==> src/rtl/div_period_meter.sv <==
// Period meter for a divided-down signal: times NUM_PERIODS rising edges of sig_in in clk cycles.
// Optional registered tolerance check enabled by defining PERIOD_MATCH_EN.
module div_period_meter #(
   parameter int unsigned CNT_W       = 16,
   parameter int unsigned NUM_PERIODS = 1,
   parameter int unsigned SYNC_STAGES = 2,
   parameter int unsigned EXPECTED    = 113,
   parameter int unsigned TOL         = 0
) (
   input  logic             clk,
   input  logic             rst,
   input  logic             sig_in,
   input  logic             start,
   output logic             busy,
   output logic             valid,
   output logic [CNT_W-1:0] period,
   output logic             overflow,
   output logic             match
);

   localparam int unsigned      EW        = (NUM_PERIODS > 1) ? $clog2(NUM_PERIODS) : 1;
   localparam logic [CNT_W-1:0] CNT_MAX   = '1;
   localparam logic [EW-1:0]    LAST_EDGE = EW'(NUM_PERIODS - 1);

   typedef enum logic [1:0] {IDLE, ARM, COUNT, DONE} state_t;

   state_t                 state_q, state_d;
   logic [SYNC_STAGES-1:0] sync_q;
   logic                   s_d_q;
   logic                   rise;
   logic [CNT_W-1:0]       cnt_q, cnt_d;
   logic [CNT_W-1:0]       period_q, period_d;
   logic [EW-1:0]          edges_q, edges_d;
   logic                   valid_q, valid_d;
   logic                   ovf_q, ovf_d;
   logic                   done_hit;

   assign rise = sync_q[SYNC_STAGES-1] & ~s_d_q;

   always_ff @(posedge clk) begin
      if (rst) begin
         state_q  <= IDLE;
         sync_q   <= '0;
         s_d_q    <= 1'b0;
         cnt_q    <= '0;
         period_q <= '0;
         edges_q  <= '0;
         valid_q  <= 1'b0;
         ovf_q    <= 1'b0;
      end else begin
         state_q  <= state_d;
         sync_q   <= {sync_q[SYNC_STAGES-2:0], sig_in};
         s_d_q    <= sync_q[SYNC_STAGES-1];
         cnt_q    <= cnt_d;
         period_q <= period_d;
         edges_q  <= edges_d;
         valid_q  <= valid_d;
         ovf_q    <= ovf_d;
      end
   end

   always_comb begin
      state_d  = state_q;
      cnt_d    = cnt_q;
      period_d = period_q;
      edges_d  = edges_q;
      valid_d  = valid_q;
      ovf_d    = ovf_q;
      done_hit = 1'b0;
      // start overrides any state and any coincident edge
      if (start) begin
         state_d = ARM;
         cnt_d   = '0;
         edges_d = '0;
         valid_d = 1'b0;
         ovf_d   = 1'b0;
      end else begin
         case (state_q)
            IDLE: ;
            ARM: begin
               if (rise) begin
                  state_d = COUNT;
                  cnt_d   = CNT_W'(1);
                  edges_d = '0;
               end
            end
            COUNT: begin
               if (rise && (edges_q == LAST_EDGE)) begin
                  state_d  = DONE;
                  period_d = cnt_q;
                  valid_d  = 1'b1;
                  done_hit = 1'b1;
               end else begin
                  if (rise) edges_d = edges_q + EW'(1);
                  if (cnt_q != CNT_MAX) begin
                     cnt_d = cnt_q + CNT_W'(1);
                     if (cnt_q == (CNT_MAX - CNT_W'(1))) ovf_d = 1'b1;
                  end
               end
            end
            DONE:    state_d = IDLE;
            default: state_d = IDLE;
         endcase
      end
   end

   assign busy     = (state_q == ARM) || (state_q == COUNT);
   assign valid    = valid_q;
   assign period   = period_q;
   assign overflow = ovf_q;

`ifdef PERIOD_MATCH_EN
   localparam logic [63:0] EXP_TOT = 64'(EXPECTED) * 64'(NUM_PERIODS);

   logic [63:0] cnt_ext, diff;
   logic        match_q;

   assign cnt_ext = 64'(cnt_q);
   assign diff    = (cnt_ext >= EXP_TOT) ? (cnt_ext - EXP_TOT) : (EXP_TOT - cnt_ext);

   always_ff @(posedge clk) begin
      if (rst || start)  match_q <= 1'b0;
      else if (done_hit) match_q <= !ovf_q && (diff <= 64'(TOL));
   end

   assign match = match_q;
`else
   logic unused_match_cfg;

   // comparator parameters only matter when the match feature is built in
   assign unused_match_cfg = ^{EXPECTED, TOL, done_hit};
   assign match            = 1'b0;
`endif

endmodule
==> config.mk <==
export PLATFORM = sky130hd
export DESIGN_NAME = div_period_meter
export DESIGN_NICKNAME = d
export VERILOG_FILES = /design/src/rtl/div_period_meter.sv
export SDC_FILE = /design/constraint.sdc
export NUM_CORES = 1
export LEC_CHECK = 0
export BUFFER_PORTS_ARGS = -buffer_cell sky130_fd_sc_hd__buf_2
export CORE_MARGIN = 2
export CORE_UTILIZATION = 52
export CTS_CLUSTER_SIZE = 14
export DETAILED_ROUTE_END_ITERATION = 16
export GPL_TIMING_DRIVEN = 0
export MAX_ROUTING_LAYER = met4
export PLACE_DENSITY = 0.87
export REMOVE_ABC_BUFFERS = 1
export SLEW_MARGIN = 10
export SYNTH_ARGS = -nofsm -noshare
export SYNTH_HDL_FRONTEND = slang
export SYNTH_SLANG_ARGS = --single-unit
==> constraint.sdc <==
create_clock -name clk -period 1.87 [get_ports clk]
set_input_delay 0.0935 -clock clk [delete_from_list [all_inputs] [get_ports clk]]
set_output_delay 0.0935 -clock clk [all_outputs]
set_load 0.01 [all_outputs]
After elaboration in Yosys (flattened, before gate mapping)
Cells that the tools add are included. W data, S select, Z words.

Logic and storage cells: 53. Input bits: 4. Output and inout bits: 20. Register bits after elaboration: 40.

Bitwise logic cells: 5. Equal/unequal tests: 12. Muxes and demuxes: 12. Reduce and logical (&&, ||, !) cells: 13. Add/sub/neg operators: 2.

Operators with widths (count): $mux W16 (3); $pmux W16 S2 (1); $add A16 B1 Y16 const B (1); $eq A16 B16 Y1 const B (1); $ne A16 B16 Y1 const B (1); $reduce_and A4 Y1 (3); $ne A2 B2 Y1 const B (5); $reduce_and A3 Y1 (3); $ne A3 B3 Y1 const B (2); $pmux W2 S3 (1); $eq A2 B2 Y1 const B (2); $mux W1 (4); $mux W2 (2); $not A1 Y1 (4); $reduce_bool A4 Y1 (1); $reduce_bool A3 Y1 (1); $eq A2 B1 Y1 const B (1); $pmux W1 S2 (1); $reduce_and A2 Y1 (1); $reduce_bool A2 Y1 (1); $reduce_or A2 Y1 (1); $add A1 B1 Y1 const B (1); $and A1 B1 Y1 (1); $logic_and A1 B1 Y1 (1); $logic_or A1 B1 Y1 (1).

Longest topological paths before layout
Gate-level depths: netlist of run 1.

Word-level depth: 6. Gate-level depth with buffers: 8. Depth with buffers taken out: 6.

Worst setup path before layout of run 1
No wires, ideal clock.

Path kind: reg-to-reg. Start: register state_q[0]. End: register period_q[0], in the netlist period[0]. Setup time: 128 ps. Data arrival time: 1723 ps. Period minus slack after synthesis: 1851 ps. Setup slack: 19 ps. Path buffers: 2. Data required time: 1742 ps. Cell stages (with the launch flop): 9. Cell sequence: dfxtp_1 -> inv_1 -> ha_1 -> buf_4 -> inv_2 -> nor4_4 -> buf_6 -> mux2i_1 -> nor2_1.

Longest elaborated chain between the ends: 2.

RTL lines: start: declaration (RTL line 27) `state_t state_q, state_d;`; start signal: assignment (RTL line 51) `state_q <= state_d;`; $eq A2 B2 Y1 (RTL line 78) `case (state_q)`; $reduce_and A3 Y1 (no source line); end signal: assignment (RTL line 55) `period_q <= period_d;`; end: declaration (RTL line 32) `logic [CNT_W-1:0] period_q, period_d;`.

Every way passes these cells. A chain may end at the register's enable or synchronous reset.

Final worst setup path of run 1
Start: register state_q[1]. End: register cnt_q[8].

Longest elaborated chain between the ends: 3. Elaborated cells on any way between the ends: 8. Classes of those cells: 5 x eq/ne; 1 x mux; 2 x reduce/logical.

RTL lines: $eq A2 B2 Y1 or $eq A2 B1 Y1 (tied branches) (RTL line 78); $ne A2 B2 Y1 (no source line) or $reduce_bool A2 Y1 (tied branches); $reduce_and A4 Y1 (no source line); end signal: assignment (RTL line 54) `cnt_q <= cnt_d;`; end: declaration (RTL line 31) `logic [CNT_W-1:0] cnt_q, cnt_d;`.

Several ways; a longest one is shown, not always the timed one.

==> summary.md, run 1 <==
| Metric | Value |
|---|---|
| Worst Skew | `0.00761 ns` |
| Top post-synthesis cells by count | `dfxtp_1, nor2_1, mux2i_1, a31oi_1, nand2_1` |
| CTS Buf Count | `5` |
| CTS tree | `yes` |
| Clock sinks | `40` |
| Die Y | `about 66 um` |
| Die width | `66.4 um` |
| Worst r2r src | `state_q[1]$_SDFFE_PP0P_` |
| Worst setup path end | `cnt_q[8]$_SDFFE_PP0P_` |
| Cts hold-fix bufs | `0` |
| Mapped Area | `a little over 2000 um2` |
| Core box area | `3720 um2` |
| Ant diodes | `0` |
| Remaining DRCs | `0` |
| Antenna violations before repair | `0` |
| Max Root-Sink Buffers | `2` |
| Sequential share of the synthesized area | `between 30% and 40%` |
| Sequential Area | `811 um2` |
| Post-layout min period | `1.85 ns` |
| Worst-margin pin slew | `0.640 ns` |
| Vias in the first global route | `1552` |
| Syn Inst Count | `213` |
| Synth top area cells | `dfxtp_1, mux2i_1, a31oi_1` |
| Synth Flop Type | `dfxtp_1` |
| Kind of critical path | `flop to flop` |
| Pre-Repair DR Iteration Count | `4` |
| Yosys reg bits | `40` |
| Grt ovf | `0` |
| Fill cells | `322` |
| Simple-gate area share of the yosys netlist | `23.3%` |
| Leak | `0.000865 uW` |
| Initial core utilization | `a little over half` |
| Relative slew slack | `roughly 57%` |
| Slew Viols, Final | `0` |
| CP Launch Point | `state_q[1]$_SDFFE_PP0P_` |
| Largest net degree at the start of global routing | `24` |
| Row cnt | `22` |
| Worst hold path class | `input pin to flop` |
| Worst-path clk slew | `0.08 ns` |
| Gpl congestion | `0.856` |
| I/O Buffers | `22` |
| IO Count | `24` |
| Clock root cell | `clkbuf_8` |
| Final instance count without filler cells | `288` |
| XOR/XNOR Fraction of Synth Area | `0%` |
| Nets | `250` |
| Vias | `1765` |
| Worst-Skew Late Latency | `0.29 ns` |
| Routed Antenna Nets | `0` |
| Placed Cells | `271` |
| Hold path start | `sig_in` |
| Worst r2r path cells | `5` |
| Final period util | `between 90 and 100%` |
| Mux cell area share after synthesis | `8.40%` |
| Hpwl dp | `around 3 mm` |
| EDFF count, synth | `0` |
| Top-area cell type share of the netlist area | `39.5%` |
| Startpoint Class | `flop` |
| F_max | `0.541 GHz` |
| GRT Overall Usage | `a little under a quarter` |
| Share of post-route cells with drive strength above 1 | `28.7%` |
| Total Routed Length | `approximately 4.7 mm` |
| Power density over the cells | `658 nW/um2` |
| Largest family of logic cells by synthesized area | `simple AND/OR/NAND/NOR gates` |
| Cell taking the most area after synthesis | `dfxtp_1` |
| Reg-to-reg slack, setup | `about 0.021 ns` |
| Worst EP required | `between 2 and 2.5 ns` |
| Global-route wire length before repair | `between 7 and 8 mm` |
| Critical Path AT | `2.06 ns` |
| Number of max-cap violations | `0` |
| Status | `finished, final reports clean` |
| Die Area | `approximately 4400 um2` |
| Post-synth ARST share | `0%` |
| Largest fanout on the critical path | `12` |
| DR iter-0 viols | `101` |
| Overall power | `approximately 1600 uW` |
| RSZ-0062 raised after global routing | `true` |
| Worst flop-to-flop path endpoint | `cnt_q[8]$_SDFFE_PP0P_` |
| Endpoint class of the critical path | `flop` |
| Max VDD drop | `0.675 mV` |
| Post-synth cell types | `~50` |
| Final setup fails | `0` |
| Yosys warning count | `0` |
| Top-count cell post-synth | `dfxtp_1` |
| H-tree Lvls | `2` |
| Wirelength per Cell | `about 16 um` |
| Compound-gate portion of the synthesized area | `between 10% and 20%` |
| Vias/cell | `6.13` |
| Fin. Hold Viols | `0` |
| Syn Area/Cell | `roughly 9.5 um2` |
| Adder-cell area share of the yosys netlist | `4.32%` |
| Area Overhead vs Synth | `17.0%` |
| Multi-input gate area | `1180 um2` |
kinds of logic after synthesis:
| family | Yosys count |
|---|---|
| flip-flops | 40 |
| AND/OR/NAND/NOR | 75 |
| adder cells (fa/ha/maj) | 7 |
| other | 1 |
| AO/OA/AOI/OAI | 52 |
| buffers and inverters | 21 |
| multiplexers | 17 |
cell usage in the layout (no fill, tap or decap), types with 5 or more instances in the layout:
cell type and instances:
dfxtp_1 36, buf_2 22, nor2_1 21, mux2i_1 17
a31oi_1 16, buf_4 9, nand2_1 8, a21oi_1 7
nand3_1 6, o211ai_1 6, o21ai_0 6, clkbuf_8 6
inv_1 5, nor3_1 5
metal layers:
layer	track usage (%)	vias up	share of wire [%]
met5	-	-	0
met4	6.89	0	1.8
met3	2.73	8	5.0
met2	36.5	57	48
met1	31.4	851	45
li1	-	849	-
final cells by class:
class,count,area share (%)
multi-input combinational,152,50.0
sequential,40,34.2
timing repair buffer,32,8.13
clock buffer,6,3.48
tap,48,2.53
inverter,8,1.27
clock inverter,2,0.422
registers in the layout, summed over array words and instances (netlist names):
register / count
period: 16
sync_q: 2
edges_q: 1
overflow: 1
valid: 1
s_d_q: 1
cnt_q: 16
state_q: 2
timing repair:
| action | CTS | global route |
|---|---|---|
| pin swaps | 3 | 3 |
| buffers inserted | 3 | 6 |
| endpoints found under the setup margin | 32 | 15 |
| resized for setup | 12 | 10 |
| endpoints found under the hold margin | 0 | 0 |
through the flow:
step | utilization, % | TNS (ns) | setup slack (ns) | hold slack (ns) | instance area [um2]
2_1_floorplan | - | -4.31 | -0.261 | 0.163 | 1940
3_3_place_gp | 56.8 | -15.90 | -0.718 | 0.302 | 2110
3_5_place_dp | 57.2 | -12.59 | -0.544 | 0.314 | 2120
4_1_cts | 61.6 | 0 | 0.00616 | 0.0183 | 2290
5_1_grt | 63.8 | -0.103 | -0.0443 | 0.0238 | 2370
6_report | 63.8 | 0 | 0.0214 | 0.0171 | 2370
critical path, cell delays in order, from the launching register on:
cell and delay [ns]:
dfxtp_4 0.39, inv_2 0.06, ha_4 0.20, a211o_4 0.41
or4_1 0.51, a31oi_1 0.20
power by group:
part / switching [uW] / internal (uW) / leakage, uW
sequential: 9.44 / 856 / 0.000325
combinational: 66.8 / 37.7 / 0.000488
clock: 297 / 294 / 0.0000510
total: 373 / 1190 / 0.000865
worst min-delay path by stage:
stage	to	slack, ns	cells past startpoint
3_5_place_dp	sync_q[0]$_SDFF_PP0_	0.31	2
6_report	sync_q[0]$_SDFF_PP0_	0.02	2
2_1_floorplan	state_q[0]$_SDFFE_PP0P_	0.16	1
4_1_cts	sync_q[0]$_SDFF_PP0_	0.02	2
5_1_grt	sync_q[0]$_SDFF_PP0_	0.02	2
3_3_place_gp	sync_q[0]$_SDFF_PP0_	0.30	2
(Power assumes the default switching activity.)
==> run 2: changes to the inputs <==
ABC_AREA = 1   (was unset)
CTS_CLUSTER_DIAMETER = 100   (was unset)
==> run 2 against run 1 <==
  * Combinational power increased by 17%
  * Sequential share of layout area fell by 0.91 points
  * Clock power rose by 27%
  * Clock-buffer cell count is the same
  * Synthesized cell count rose by 44%
  * Final cell count rose by 33%
  * Sequential cell count is the same
  * Wire length rose by 4.3%
  * Via count rose by 14%
  * Critical path type unchanged
==> summary.md, run 2 <==
| Metric | Value |
|---|---|
| Kind of critical path | `flop to flop` |
| Grt ovf | `0 (unchanged)` |
| Endpoint class of the critical path | `flop` |
| Wirelength per Cell | `12.7 um (-21%)` |
| Simple-gate area share of the yosys netlist | `37.9% (+15 points)` |
| Vias/cell | `5.27 (-14%)` |
| Leak | `0.000951 uW (+10%)` |
| Total Routed Length | `4.86 mm (+4.3%)` |
| Yosys reg bits | `40 (unchanged)` |
| Number of max-cap violations | `0 (unchanged)` |
| H-tree Lvls | `2 (unchanged)` |
| Post-layout min period | `1.73 ns (-0.115 ns)` |
| F_max | `0.577 GHz (+6.6%)` |
| Worst Skew | `0.00706 ns (-0.000556 ns)` |
| Final WS setup | `0.136 ns (+0.115 ns)` |
| Slew Viols, Final | `0 (unchanged)` |
| Largest family of logic cells by synthesized area | `simple AND/OR/NAND/NOR gates` |
| Compound-gate portion of the synthesized area | `9.89% (-8.6 points)` |
| Clock sinks | `40 (unchanged)` |
| Hpwl dp | `3.14 mm (+6.3%)` |
| Worst EP required | `2.11 ns (+0.03 ns)` |
| Top-area cell type share of the netlist area | `38.1% (-1.4 points)` |
| Core box area | `3940 um2 (+6.1%)` |
| Die Y | `67.5 um (+1.7%)` |
| Critical Path AT | `1.97 ns (-0.09 ns)` |
| Yosys warning count | `0 (unchanged)` |
| Finished Cell Area | `2410 um2 (+1.8%)` |
| Status | `finished, final reports clean` |
| Final setup fails | `0 (unchanged)` |
| Routed Antenna Nets | `0 (unchanged)` |
| Largest fanout on the critical path | `6 (-6)` |
| Synth Flop Type | `dfxtp_1` |
| Row cnt | `23 (+4.5%)` |
| Die Area | `4560 um2 (+3.4%)` |
| Startpoint Class | `flop` |
| Worst hold path class | `input pin to flop` |
| Final Util | `61.2% (-2.6 points)` |
| Top-count cell post-synth | `nand2_1` |
| Sequential share of the synthesized area | `38.1% (-1.4 points)` |
| Top post-synthesis cells by count | `nand2_1, nor2_1, dfxtp_1, inv_1, nand3_1` |
| Final instance count without filler cells | `382 (+33%)` |
| Commonest non-fill, non-tap cell in the layout | `nand2_1` |
| CTS tree | `yes` |
| Remaining DRCs | `0 (unchanged)` |
| Post-synth ARST share | `0% (unchanged)` |
| Synth top area cells | `dfxtp_1, nand2_1, nor2_1` |
| Max VDD drop | `0.587 mV (-13%)` |
| Final period util | `92.7% (-6.1 points)` |
| Fin. Hold Viols | `0 (unchanged)` |
| Vias | `2015 (+14%)` |
| Adder-cell area share of the yosys netlist | `4.17% (-0.15 points)` |
| Area Overhead vs Synth | `15.0%` |
| Clock root cell | `clkbuf_8` |
| Largest net degree at the start of global routing | `22 (-8.3%)` |
| Antenna violations before repair | `0 (unchanged)` |
| RSZ-0062 raised after global routing | `false` |
| I/O Buffers | `22 (unchanged)` |
| Pre-Repair DR Iteration Count | `4 (unchanged)` |
| Mux cell area share after synthesis | `0% (-8.4 points)` |
| Nets | `342 (+37%)` |
| Mapped Area | `2100 um2 (+3.6%)` |
| Syn Inst Count | `306 (+44%)` |
| Worst-Skew Late Latency | `0.30 ns (about the same)` |
| Die width | `67.5 um (+1.7%)` |
| Max Root-Sink Buffers | `2 (unchanged)` |
| Worst-path clk slew | `0.08 ns (about the same)` |
| Power density over the cells | `720 nW/um2 (+9.3%)` |
| EDFF count, synth | `0 (unchanged)` |
| Vias in the first global route | `1908 (+23%)` |
| Area of placed instances | `2220 um2 (+4.4%)` |
| Gpl congestion | `0.938 (+9.7%)` |
| Most frequent cells in the layout | `nand2_1, nor2_1, dfxtp_1` |
| XOR/XNOR Fraction of Synth Area | `1.25% (+1.3 points)` |
| GRT Overall Usage | `25.1% (+2.0 points)` |
| CTS Buf Count | `5 (unchanged)` |
| Share of post-route cells with drive strength above 1 | `18.4% (-10 points)` |
| Global-route wire length before repair | `8.38 mm (+8.5%)` |
| Syn Area/Cell | `6.86 um2 (-28%)` |
| Initial core utilization | `53.3% (-1.3 points)` |
| Ant diodes | `0 (unchanged)` |
| Cell taking the most area after synthesis | `dfxtp_1` |
| Placed Cells | `369 (+36%)` |
| IO Count | `24 (unchanged)` |
| Place WS | `-0.497 ns (+0.0474 ns)` |
| DR iter-0 viols | `88 (-13%)` |
| Post-synth cell types | `32 (-35%)` |
## run 2: area by class of cell
type                       count  area [um2]
multi-input combinational    225        1140
inverter                      33         126
sequential                    40         803
tap                           50        62.6
timing repair buffer          26         155
clock buffer                   6        82.6
fill                         367        1530
clock inverter                 2        38.8
## run 2: final timing paths
kind | slack (ns) | start | endpoint | depth (start not counted)
max | 0.14 | state_q[0]$_SDFFE_PP0P_ | cnt_q[6]$_SDFFE_PP0P_ | 10
min | 0.11 | start | state_q[0]$_SDFFE_PP0P_ | 3
max reg2reg | 0.14 | state_q[0]$_SDFFE_PP0P_ | cnt_q[6]$_SDFFE_PP0P_ | 10
min reg2reg | 0.42 | sync_q[0]$_SDFF_PP0_ | sync_q[1]$_SDFF_PP0_ | 2
## run 2: repair_timing
item / in CTS / in global routing
setup buffers: 2 / 1
setup endpoints to repair: 34 / 30
hold endpoints to repair: 1 / 0
hold buffers: 1 / 0
cloned: 1 / 0
resized for setup: 1 / 5
pin swaps: 2 / 2
## run 2: through the flow
stage                     power, uW  TNS, ns  hold slack, ns
final                          1740        0           0.107
after global routing           1790        0           0.121
after CTS                      1730        0           0.103
after detailed placement        987   -12.76           0.303
after global placement          982   -10.17           0.292
after floorplan                 953        0           0.163
## run 2: power breakdown
| part | total, uW | switching, uW | internal, uW |
|---|---|---|---|
| logic | 123 | 82.3 | 40.2 |
| registers | 865 | 7.24 | 858 |
| clock network | 749 | 313 | 436 |
| total | 1740 | 402 | 1330 |
## run 2: worst max-delay path, cell delays in order (launching register included)
cell and delay, ns:
dfxtp_2 0.35, inv_1 0.12, ha_4 0.21, or2_2 0.15
nand2_1 0.09, nor2_4 0.19, inv_2 0.06, nor2_4 0.19
buf_12 0.14, nand2_1 0.06, a21oi_2 0.12
## run 2: metal layers
metal  share of wire, %  vias to the layer above  global-route usage, %
li1                   -                     1013                      -
met1                 45                      946                   27.6
met2                 50                       48                   42.3
met3                4.1                        8                   6.00
met4                1.5                        0                   12.8
met5                  0                        -                      -
## run 2: cells by family after synthesis
| family | count (synthesis) |
|---|---|
| buf+inv | 42 |
| fa+ha+maj | 7 |
| flops | 40 |
| compound gates | 35 |
| other cells | 1 |
| simple gates | 178 |
| xor+xnor | 3 |
